<file path="src/rtl/tile_classifier_if.sv">
// Pixel stream and result handshake between the frame-buffer scanner,
// the tile classifier and the tile-map writer.
interface tile_classifier_if;
    logic        pix_valid;
    logic        pix_ready;
    logic [2:0]  pix_in;
    logic        out_valid;
    logic        out_ready;
    logic [1:0]  tile_type;
    logic [1:0]  rotation;
    logic        match;
    logic [15:0] match_mask;

    modport master (
        output pix_valid, pix_in, out_ready,
        input  pix_ready, out_valid, tile_type, rotation, match, match_mask
    );

    modport slave (
        input  pix_valid, pix_in, out_ready,
        output pix_ready, out_valid, tile_type, rotation, match, match_mask
    );
endinterface

</file>
<file path="src/rtl/tile_classifier.sv">
// Streaming 8x8 tile recogniser: narrows 16 (type, rotation) candidates pixel by
// pixel and reports the lowest-index survivor once the 64th pixel is accepted.
module tile_classifier (
    input  logic             clk,
    input  logic             reset_n,
    input  logic             clear,
    tile_classifier_if.slave bus
);
    typedef enum logic {S_COLLECT = 1'b0, S_RESULT = 1'b1} state_t;

    state_t      r_state;
    state_t      w_state_next;
    logic [5:0]  r_cnt;
    logic [15:0] r_mask;
    logic [1:0]  r_type;
    logic [1:0]  r_rot;
    logic        r_match;
    logic [15:0] r_match_mask;

    logic        w_accept;
    logic        w_last;
    logic        w_lit;
    logic        w_illegal;
    logic [2:0]  w_x;
    logic [2:0]  w_y;
    logic [15:0] w_exp;
    logic [15:0] w_mask_upd;
    logic [3:0]  w_first;

    function automatic logic [7:0] row_bits(input logic [1:0] ty, input logic [2:0] row);
        logic [7:0] bits;
        bits = 8'h00;
        case (ty)
            2'd1: bits = 8'b0001_0000;
            2'd2: begin
                if (row == 3'd3)      bits = 8'b0000_0111;
                else if (row == 3'd4) bits = 8'b0000_1000;
                else if (row >= 3'd5) bits = 8'b0001_0000;
            end
            2'd3: begin
                if (row == 3'd4)      bits = 8'b0000_0011;
                else if (row == 3'd5) bits = 8'b0000_0100;
                else if (row >= 3'd6) bits = 8'b0000_1000;
            end
            default: bits = 8'h00;
        endcase
        return bits;
    endfunction

    // Rotation = optional transpose followed by optional flips of each axis.
    function automatic logic e_bit(input logic [1:0] ty, input logic [1:0] rot,
                                   input logic [2:0] y, input logic [2:0] x);
        logic       t;
        logic       fy;
        logic       fx;
        logic [2:0] a;
        logic [2:0] b;
        logic [2:0] xp;
        logic [2:0] yp;
        logic [7:0] row;
        t   = rot[0];
        fy  = rot[1];
        fx  = (rot == 2'd1) || (rot == 2'd2);
        a   = t ? x : y;
        b   = t ? y : x;
        xp  = fx ? ~a : a;
        yp  = fy ? b : ~b;
        row = row_bits(ty, yp);
        return row[~xp];
    endfunction

    assign w_x       = r_cnt[2:0];
    assign w_y       = r_cnt[5:3];
    assign w_last    = (r_cnt == 6'd63);
    assign w_accept  = bus.pix_valid && (r_state == S_COLLECT);
    assign w_lit     = (bus.pix_in == 3'd4);
    assign w_illegal = (bus.pix_in != 3'd4) && (bus.pix_in != 3'd0);

    genvar gi;
    generate
        for (gi = 0; gi < 16; gi = gi + 1) begin : g_cand
            localparam logic [1:0] TY  = 2'(gi / 4);
            localparam logic [1:0] ROT = 2'(gi % 4);
            assign w_exp[gi] = e_bit(TY, ROT, w_y, w_x);
        end
    endgenerate

    always_comb begin
        w_mask_upd = w_illegal ? 16'h0000 : (r_mask & ~(w_exp ^ {16{w_lit}}));
    end

    // Scanning downwards leaves the lowest set index; stays 0 when nothing matched.
    always_comb begin
        w_first = 4'd0;
        for (int k = 15; k >= 0; k--) begin
            if (w_mask_upd[k]) w_first = 4'(k);
        end
    end

    always_ff @(posedge clk or negedge reset_n) begin
        if (!reset_n) r_state <= S_COLLECT;
        else          r_state <= w_state_next;
    end

    always_comb begin
        w_state_next = r_state;
        if (clear) begin
            w_state_next = S_COLLECT;
        end else begin
            case (r_state)
                S_COLLECT: if (w_accept && w_last) w_state_next = S_RESULT;
                S_RESULT:  if (bus.out_ready)      w_state_next = S_COLLECT;
                default:   w_state_next = S_COLLECT;
            endcase
        end
    end

    always_comb begin
        bus.pix_ready = (r_state == S_COLLECT);
        bus.out_valid = (r_state == S_RESULT);
    end

    // Counter and mask are re-armed on the last pixel so RESULT can return straight to COLLECT.
    always_ff @(posedge clk or negedge reset_n) begin
        if (!reset_n) begin
            r_cnt        <= 6'd0;
            r_mask       <= 16'hFFFF;
            r_type       <= 2'd0;
            r_rot        <= 2'd0;
            r_match      <= 1'b0;
            r_match_mask <= 16'h0000;
        end else if (clear) begin
            r_cnt  <= 6'd0;
            r_mask <= 16'hFFFF;
        end else if (w_accept) begin
            if (w_last) begin
                r_cnt           <= 6'd0;
                r_mask          <= 16'hFFFF;
                r_match_mask    <= w_mask_upd;
                r_match         <= |w_mask_upd;
                {r_type, r_rot} <= w_first;
            end else begin
                r_cnt  <= r_cnt + 6'd1;
                r_mask <= w_mask_upd;
            end
        end
    end

    assign bus.tile_type  = r_type;
    assign bus.rotation   = r_rot;
    assign bus.match      = r_match;
    assign bus.match_mask = r_match_mask;
endmodule

</file>
<file path="src/flat_wrapper.sv">
// flat-port wrapper written by rule: the top's interface ports become plain ports
module tile_classifier_flat 
  (clk, reset_n, clear, bus_pix_valid, bus_pix_in, bus_out_ready, bus_pix_ready, bus_out_valid, bus_tile_type, bus_rotation, bus_match, bus_match_mask);
  tile_classifier_if bus_i ();
  input  logic clk;
  input  logic reset_n;
  input  logic clear;
  input wire logic [$bits(bus_i.pix_valid)-1:0] bus_pix_valid;
  input wire logic [$bits(bus_i.pix_in)-1:0] bus_pix_in;
  input wire logic [$bits(bus_i.out_ready)-1:0] bus_out_ready;
  output wire logic [$bits(bus_i.pix_ready)-1:0] bus_pix_ready;
  output wire logic [$bits(bus_i.out_valid)-1:0] bus_out_valid;
  output wire logic [$bits(bus_i.tile_type)-1:0] bus_tile_type;
  output wire logic [$bits(bus_i.rotation)-1:0] bus_rotation;
  output wire logic [$bits(bus_i.match)-1:0] bus_match;
  output wire logic [$bits(bus_i.match_mask)-1:0] bus_match_mask;
  assign bus_i.pix_valid = bus_pix_valid;
  assign bus_i.pix_in = bus_pix_in;
  assign bus_i.out_ready = bus_out_ready;
  assign bus_pix_ready = bus_i.pix_ready;
  assign bus_out_valid = bus_i.out_valid;
  assign bus_tile_type = bus_i.tile_type;
  assign bus_rotation = bus_i.rotation;
  assign bus_match = bus_i.match;
  assign bus_match_mask = bus_i.match_mask;
  tile_classifier u_core (.clk(clk), .reset_n(reset_n), .clear(clear), .bus(bus_i));
endmodule
</file>
<file path="config.mk">
export PLATFORM = sky130hd
export DESIGN_NAME = tile_classifier_flat
export DESIGN_NICKNAME = d
export VERILOG_FILES = /design/src/rtl/tile_classifier_if.sv /design/src/rtl/tile_classifier.sv /design/src/flat_wrapper.sv
export SDC_FILE = /design/constraint.sdc
export NUM_CORES = 1
export LEC_CHECK = 0
export BUFFER_PORTS_ARGS = -buffer_cell sky130_fd_sc_hd__buf_2
export CAP_MARGIN = 15
export CORE_MARGIN = 2
export CORE_UTILIZATION = 53
export DETAILED_ROUTE_END_ITERATION = 10
export PLACE_DENSITY_LB_ADDON = 0.08
export SYNTH_ARGS = -nofsm -noshare
export SYNTH_HDL_FRONTEND = slang
export SYNTH_SLANG_ARGS = --single-unit
</file>
<file path="constraint.sdc">
create_clock -name clk -period 6.26 [get_ports clk]
set_input_delay 0.626 -clock clk [delete_from_list [all_inputs] [get_ports clk]]
set_output_delay 0.626 -clock clk [all_outputs]
set_load 0.005 [all_outputs]
</file>
# --- After elaboration in Yosys (flattened, before gate mapping) ---
# Memories as Yosys holds them, arrays and structs flattened.
# Cells that the tools add are included.
classes:
  n_lt_le_gt_ge: 12
  n_eq_ne: 15
  n_bitwise: 9
  add_sub_neg: 1
  reduce_logical: 7
  n_mux: 75
ops:
  columns: ["cell", "count"]
  rows:
  - ["2-to-1 mux 8 bit", 14]
  - ["2-to-1 mux 4 bit", 20]
  - ["2-to-1 mux 16 bit", 4]
  - ["2-to-1 mux 5 bit", 6]
  - ["equality test 3 bit (second input constant)", 9]
  - ["binary-select mux 1 bit (select 3 bit)", 8]
  - ["greater-or-equal comparator 3 bit (second input constant)", 8]
  - ["2-to-1 mux 1 bit", 19]
  - ["2-to-1 mux 6 bit", 3]
  - ["AND 16 bit", 1]
  - ["< comparator 3 x 4 -> 1 bit (second input constant)", 4]
  - ["NOT 16 bit", 1]
  - ["OR reduction 16 bit", 1]
  - ["bitwise XOR 16 bit", 1]
  - ["equality test 3 x 2 -> 1 bit (second input constant)", 4]
  - ["NOT 3 bit", 4]
  - ["adder 6 x 1 -> 6 bit (second input constant)", 1]
  - ["equality test 6 bit (second input constant)", 1]
  - ["logical AND 1 bit", 3]
  - ["!= test 3 bit (second input constant)", 1]
  - ["AND reduction 3 bit", 1]
  - ["nonzero test 3 bit", 1]
  - ["NOT 1 bit", 2]
  - ["case mux 1 bit (2 select lines)", 1]
  - ["nonzero test 2 bit", 1]
totals:
  out_inout_bits: 23
  inputBits: 8
  n_memories: 8
  reg_bits: 44
  mem_bits_ro: 64
mem_list:
  columns: ["name", "depth", "width", "rd", "rd_clocked_by_memory_dff", "write_ports", "line_no", "text"]
  rows:
  - ["(name not given)", 8, 1, 1, 0, 0, "tile_classifier.sv:69", "return row[~xp];"]
  - ["(name not given)", 8, 1, 1, 0, 0, "tile_classifier.sv:69", null]
  - ["(name not given)", 8, 1, 1, 0, 0, "tile_classifier.sv:69", null]
  - ["(name not given)", 8, 1, 1, 0, 0, "tile_classifier.sv:69", null]
  - ["(name not given)", 8, 1, 1, 0, 0, "tile_classifier.sv:69", null]
  - ["(name not given)", 8, 1, 1, 0, 0, "tile_classifier.sv:69", null]
  - ["+2 memories", null, null, null, null, null, null, null]

# --- Logic depth before layout (Yosys ltp) ---
depth:
  ltp_word: 27
  ltp_mapped: 10

# --- Worst setup path after synthesis ---
# Ideal clock, no wire load.
synth_path:
  path_type: "register to register"
  from: "register u_core.r_cnt[2]"
  to: "register u_core.r_type[1] (netlist: u_core.bus.tile_type[1])"
  t_arrival_ns: 2.547
  path_slack_ns: 3.589
  period_less_slack_ns: 2.671
  stages_incl_launch_ff: 11
  setup_ns: 0.124
  path_cell_list: "dfrtp_1 > buf_2 > inv_1 > ha_1 > or4bb_1 > o22ai_1 > or4_1 > nand2_1 > nor4_1 > nor2_1 > a211o_1"
synth_via:
  elab_chain_len: 25
  elab_cells_between_ends: 70
  cone_classes: "order compare (4); eq/ne (7); mux (49); bitwise (5); reduce/logical (1); memory (4)"
synth_lines:
  columns: ["item", "line_no", "text"]
  rows:
  - ["start: declaration", "tile_classifier.sv:13", "logic [5:0] r_cnt;"]
  - ["start signal: assignment", "tile_classifier.sv:143", "r_cnt <= r_cnt + 6'd1;"]
  - ["greater-or-equal comparator 3 bit", "tile_classifier.sv:43", "else if (row >= 3'd6) bits = 8'b0000_1000;"]
  - ["2-to-1 mux 4 bit", "tile_classifier.sv:43", null]
  - ["2-to-1 mux 8 bit", "tile_classifier.sv:42", "else if (row == 3'd5) bits = 8'b0000_0100;"]
  - ["2-to-1 mux 8 bit", "tile_classifier.sv:41", "if (row == 3'd4) bits = 8'b0000_0011;"]
  - ["binary-select mux 1 bit (select 3 bit)", "tile_classifier.sv:69", null]
  - ["2-to-1 mux 1 bit (implied by the code)", "tile_classifier.sv:69", null]
  - ["bitwise XOR 16 bit", "tile_classifier.sv:89", "w_mask_upd = w_illegal ? 16'h0000 : (r_mask & ~(w_exp ^ {16{w_lit}}));"]
  - ["NOT 16 bit", "tile_classifier.sv:89", null]
  - ["AND 16 bit", "tile_classifier.sv:89", null]
  - ["2-to-1 mux 16 bit", "tile_classifier.sv:89", null]
  - ["2-to-1 mux 4 bit (15 in series)", "tile_classifier.sv:96", "if (w_mask_upd[k]) w_first = 4'(k);"]
  - ["end signal: assignment", "tile_classifier.sv:141", "{r_type, r_rot} <= w_first;"]
  - ["end: declaration", "tile_classifier.sv:15", "logic [1:0] r_type;"]
# Several ways; a longest one is shown, not always the timed one. The select of a mux whose other input is x is not followed.
# A chain may end at the register's enable or synchronous reset.

# --- Worst setup path after layout ---
layout_path:
  from: "register u_core.r_cnt[0]"
  to: "register u_core.r_type[1] (netlist: u_core.bus.tile_type[1])"
# Same word-level chain as after synthesis.

==> flow_summary.rst <==
.. list-table::
   :header-rows: 1

   * - Metric
     - Value
   * - Count of flip-flops with a built-in enable after synthesis
     - 0
   * - Terminating pin of the worst hold path
     - u_core.bus.match_mask[2]
   * - Kind of end point of the critical path
     - flip-flop
   * - Number of buffers inserted by hold repair at cts
     - 0
   * - Power per Cell Area
     - a little over 200 nW/µm²
   * - Synthesized instance count
     - between 200 and 300
   * - Number of nets in the layout
     - 329
   * - Number of max-slew violations in the final report
     - 0
   * - Static power due to leakage
     - 1.33 nW
   * - Post-DR vias/cell
     - 5.68
   * - Number of violations of the max-capacitance limit
     - 0
   * - Slew at the pin with the worst max-slew slack
     - 976 ps
   * - Synth warnings
     - 0
   * - Initial cell density of the core
     - 0.549
   * - Total clock buffers created by CTS
     - 5
   * - Fillcell total
     - 432
   * - Number of register bits inferred by synthesis
     - 44
   * - Main area contributors after synthesis
     - sky130_fd_sc_hd__dfrtp_1 27%, sky130_fd_sc_hd__dfstp_2 16%, sky130_fd_sc_hd__nand2_1 7.2%, sky130_fd_sc_hd__a21oi_1 3.3%, sky130_fd_sc_hd__nand3_1 3.3%
   * - Primary FF master, synth
     - sky130_fd_sc_hd__dfrtp_1
   * - Total global routing overflow
     - 0
   * - Highest Clock Rate
     - 322 MHz
   * - Required time reported for the critical path endpoint
     - 6450 ps
   * - Cell count of the worst reg-to-reg path
     - 9
   * - Total iterations of the first detailed-routing run
     - 4
   * - Hpwl dp
     - 4200 µm
   * - Arr. time, crit path
     - 3300 ps
   * - Global router's overall resource usage
     - 0.232
   * - Total Neg Setup Slack
     - 0 ps
   * - Fin crit period
     - 3110 ps
   * - Clock network latency to the later pin of the worst-skew pair
     - about 300 ps
   * - Number of hold violations in the final report
     - 0
   * - Hold_ws
     - approximately 470 ps
   * - Sinks on the clock net
     - between 40 and 50
   * - Number of remaining DRC errors
     - 0
   * - Sequential element share of the synthesized area
     - 0.432
   * - Row Count
     - 25
   * - Global-route wire length before repair
     - 9850 µm
   * - Endpoint of the worst-slack reg-to-reg timing path
     - u_core.bus.tile_type[1]
   * - Hold/Removal Path Class
     - flip-flop to flip-flop
   * - Cell count of the worst hold path
     - 2
   * - Highest fanout seen on the critical path
     - 13
   * - Crit-path cells
     - ha_1, ha_1, or4bb_1, o22ai_1, or4_1, nand2_1, nor4_1, nor2_1, a211o_1
   * - Register-to-register path setup slack
     - 3150 ps
   * - Number of buffers inserted by port buffering
     - 30
   * - Status
     - complete, no violations
   * - Clock slew at reported path FFs
     - 80 ps
   * - Synthesized area
     - 2590 µm²
   * - Routed vias
     - approximately 2200
   * - Top cell family by delay on the critical path
     - simple AND/OR/NAND/NOR gates
   * - Antenna diode count
     - 0
   * - Slew margin rel.
     - 0.344
   * - Number of DRC markers after the initial detailed-route iteration
     - around 110
   * - Cell taking the most area after synthesis
     - sky130_fd_sc_hd__dfrtp_1
   * - Worst r2r src
     - u_core.r_cnt[0]
   * - Routed Antenna Nets
     - 0
   * - Share of the synthesized area in the top cell type
     - 0.270
   * - Routed length per instance
     - ~15 µm
   * - H-tree depth
     - 2
   * - Setup bufs post-CTS
     - 0
   * - Hold path startpoint
     - u_core.bus.match_mask[2]
   * - Delay of the slowest cell on the worst path
     - 550 ps
   * - Die Y-Extent
     - approximately 74 µm
   * - RePlAce Congestion
     - 0.885
   * - Worst setup skew after layout
     - 6.08 ps
   * - Setup repair after global routing missed its margin
     - false
   * - Full die area
     - roughly 5500 µm²
   * - Most common cell after layout, fill and taps aside
     - sky130_fd_sc_hd__nand2_1
   * - Most frequent cell on the critical path
     - sky130_fd_sc_hd__ha_1
   * - Post-synthesis average cell area
     - 8.82 µm²
   * - Nature of the critical path startpoint
     - flip-flop
   * - Share of post-route cells with drive strength above 1
     - 0.202
   * - Share of synthesized flip-flops with an asynchronous set or reset
     - 1.00
   * - Highest-delay cell along the critical path
     - sky130_fd_sc_hd__dfrtp_1
   * - Maximum vdd drop
     - 0.000146 V
   * - Floorplan die width
     - 74.0 µm
   * - Pin count of the biggest net entering global routing
     - 45
   * - Layout-stage area growth over the synthesis result
     - 11.0%
   * - Tcrit/Tclk final
     - 0.497
   * - Top Ports
     - 31
   * - Critical path type
     - flip-flop to flip-flop
   * - Initial antenna violation count
     - 0
   * - Commonest non-fill, non-tap cells in the layout
     - 50 x sky130_fd_sc_hd__nand2_1, 30 x sky130_fd_sc_hd__buf_2, 28 x sky130_fd_sc_hd__dfrtp_1
   * - Buffer depth of the longest clock path
     - 2
   * - CTS root buf
     - sky130_fd_sc_hd__clkbuf_8
   * - Final setup vio count
     - 0
   * - Via count of the first global-routing pass
     - 2003
   * - Total detailed-routing wirelength
     - a little under 6000 µm
   * - Core outline area
     - 4720 µm²
   * - Number of cells on the critical path
     - 9
   * - Mapped Nets
     - around 310
   * - Number of gates resized after cts
     - 0
   * - Count of different cell masters after synthesis
     - 62
   * - Clock tree from TritonCTS
     - done
   * - Total buffers and inverters traversed by the critical path
     - 0
how the worst max path moves through the flow:
| stage | start | end | slack, ps |
|---|---|---|---|
| 2_1_floorplan | u_core.r_cnt[2] | u_core.bus.tile_type[1] | 3590 |
| 3_3_place_gp | u_core.r_cnt[1] | u_core.bus.tile_type[1] | 3270 |
| 3_5_place_dp | u_core.r_cnt[0] | u_core.bus.tile_type[1] | 3190 |
| 4_1_cts | u_core.r_cnt[0] | u_core.bus.tile_type[1] | 3170 |
| 5_1_grt | u_core.r_cnt[0] | u_core.bus.tile_type[1] | 2900 |
| 6_report | u_core.r_cnt[0] | u_core.bus.tile_type[1] | 3150 |
cells by family (layout without fill, tap and decap cells):
| kind of cell | count (synthesis) | count (layout) | share of synthesized area |
|---|---|---|---|
| and+or+nand+nor | 137 | 137 | 0.275 |
| AOI/OAI and AO/OA | 71 | 71 | 0.187 |
| DFF | 44 | 44 | 0.432 |
| buffers and inverters | 25 | 48 | 0.0386 |
| xor gates and xnor gates | 7 | 7 | 0.0236 |
| adders and majority gates | 5 | 5 | 0.0241 |
| muxes | 5 | 5 | 0.0198 |
cells in the mapped netlist, types with 5 or more instances:
master	n
sky130_fd_sc_hd__a21oi_1	17
sky130_fd_sc_hd__nand3_1	17
sky130_fd_sc_hd__inv_1	6
sky130_fd_sc_hd__dfrtp_1	28
sky130_fd_sc_hd__ha_1	5
sky130_fd_sc_hd__clkbuf_1	11
sky130_fd_sc_hd__buf_2	5
sky130_fd_sc_hd__and2_1	7
sky130_fd_sc_hd__dfstp_2	16
sky130_fd_sc_hd__xnor2_1	5
sky130_fd_sc_hd__nand2_1	50
sky130_fd_sc_hd__o21ai_0	15
sky130_fd_sc_hd__nor2_1	21
sky130_fd_sc_hd__o22a_1	6
layer usage:
metal | track usage | wire length, µm | vias to the layer above
met3 | 0.0515 | 274 | 8
met1 | 0.326 | 2860 | 1022
li1 | - | - | 1092
met5 | 0 | 0 | -
met2 | 0.357 | 2620 | 58
met4 | 0.0768 | 68 | 0
report_power, final:
group	internal, mW	switching, mW
logic	0.0252	0.0415
clock network	0.118	0.0954
registers	0.300	0.0119
worst reg2reg max path, stage by stage (launching register included):
cell and delay, ps:
sky130_fd_sc_hd__dfrtp_1 550, sky130_fd_sc_hd__ha_1 320, sky130_fd_sc_hd__ha_1 270, sky130_fd_sc_hd__or4bb_1 510, sky130_fd_sc_hd__o22ai_1 190, sky130_fd_sc_hd__or4_1 150
sky130_fd_sc_hd__nand2_1 120, sky130_fd_sc_hd__nor4_1 540, sky130_fd_sc_hd__nor2_1 90, sky130_fd_sc_hd__a211o_1 280
registers in the layout (all words and copies together), names as in the netlist:
| register | cells |
|---|---|
| u_core.bus.match_mask | 16 |
| u_core.bus.out_valid | 1 |
| u_core.r_cnt | 6 |
| u_core.bus.rotation | 2 |
| u_core.bus.match | 1 |
| u_core.bus.tile_type | 2 |
| u_core.r_mask | 16 |
area by class of cell:
type / instances / area, µm² / share of cell area
tap: 67 / 83.8 / 0.0291
multi-input combinational: 225 / 1370 / 0.477
clock buffer: 6 / 72.6 / 0.0252
inverter: 8 / 30.0 / 0.0104
sequential: 44 / 1120 / 0.389
timing repair buffer: 32 / 165 / 0.0573
clock inverter: 2 / 35.0 / 0.0122
per-stage QoR:
stage	std cells	worst slack (ps)	utilization	power (mW)	instance area [µm²]
2_1_floorplan	294	3590	-	0.362	2590
3_3_place_gp	376	3270	0.587	0.382	2770
3_5_place_dp	376	3190	0.587	0.384	2770
4_1_cts	384	3170	0.610	0.599	2880
5_1_grt	384	2900	0.610	0.621	2880
6_report	384	3150	0.610	0.593	2880
(Power assumes the default switching activity.)
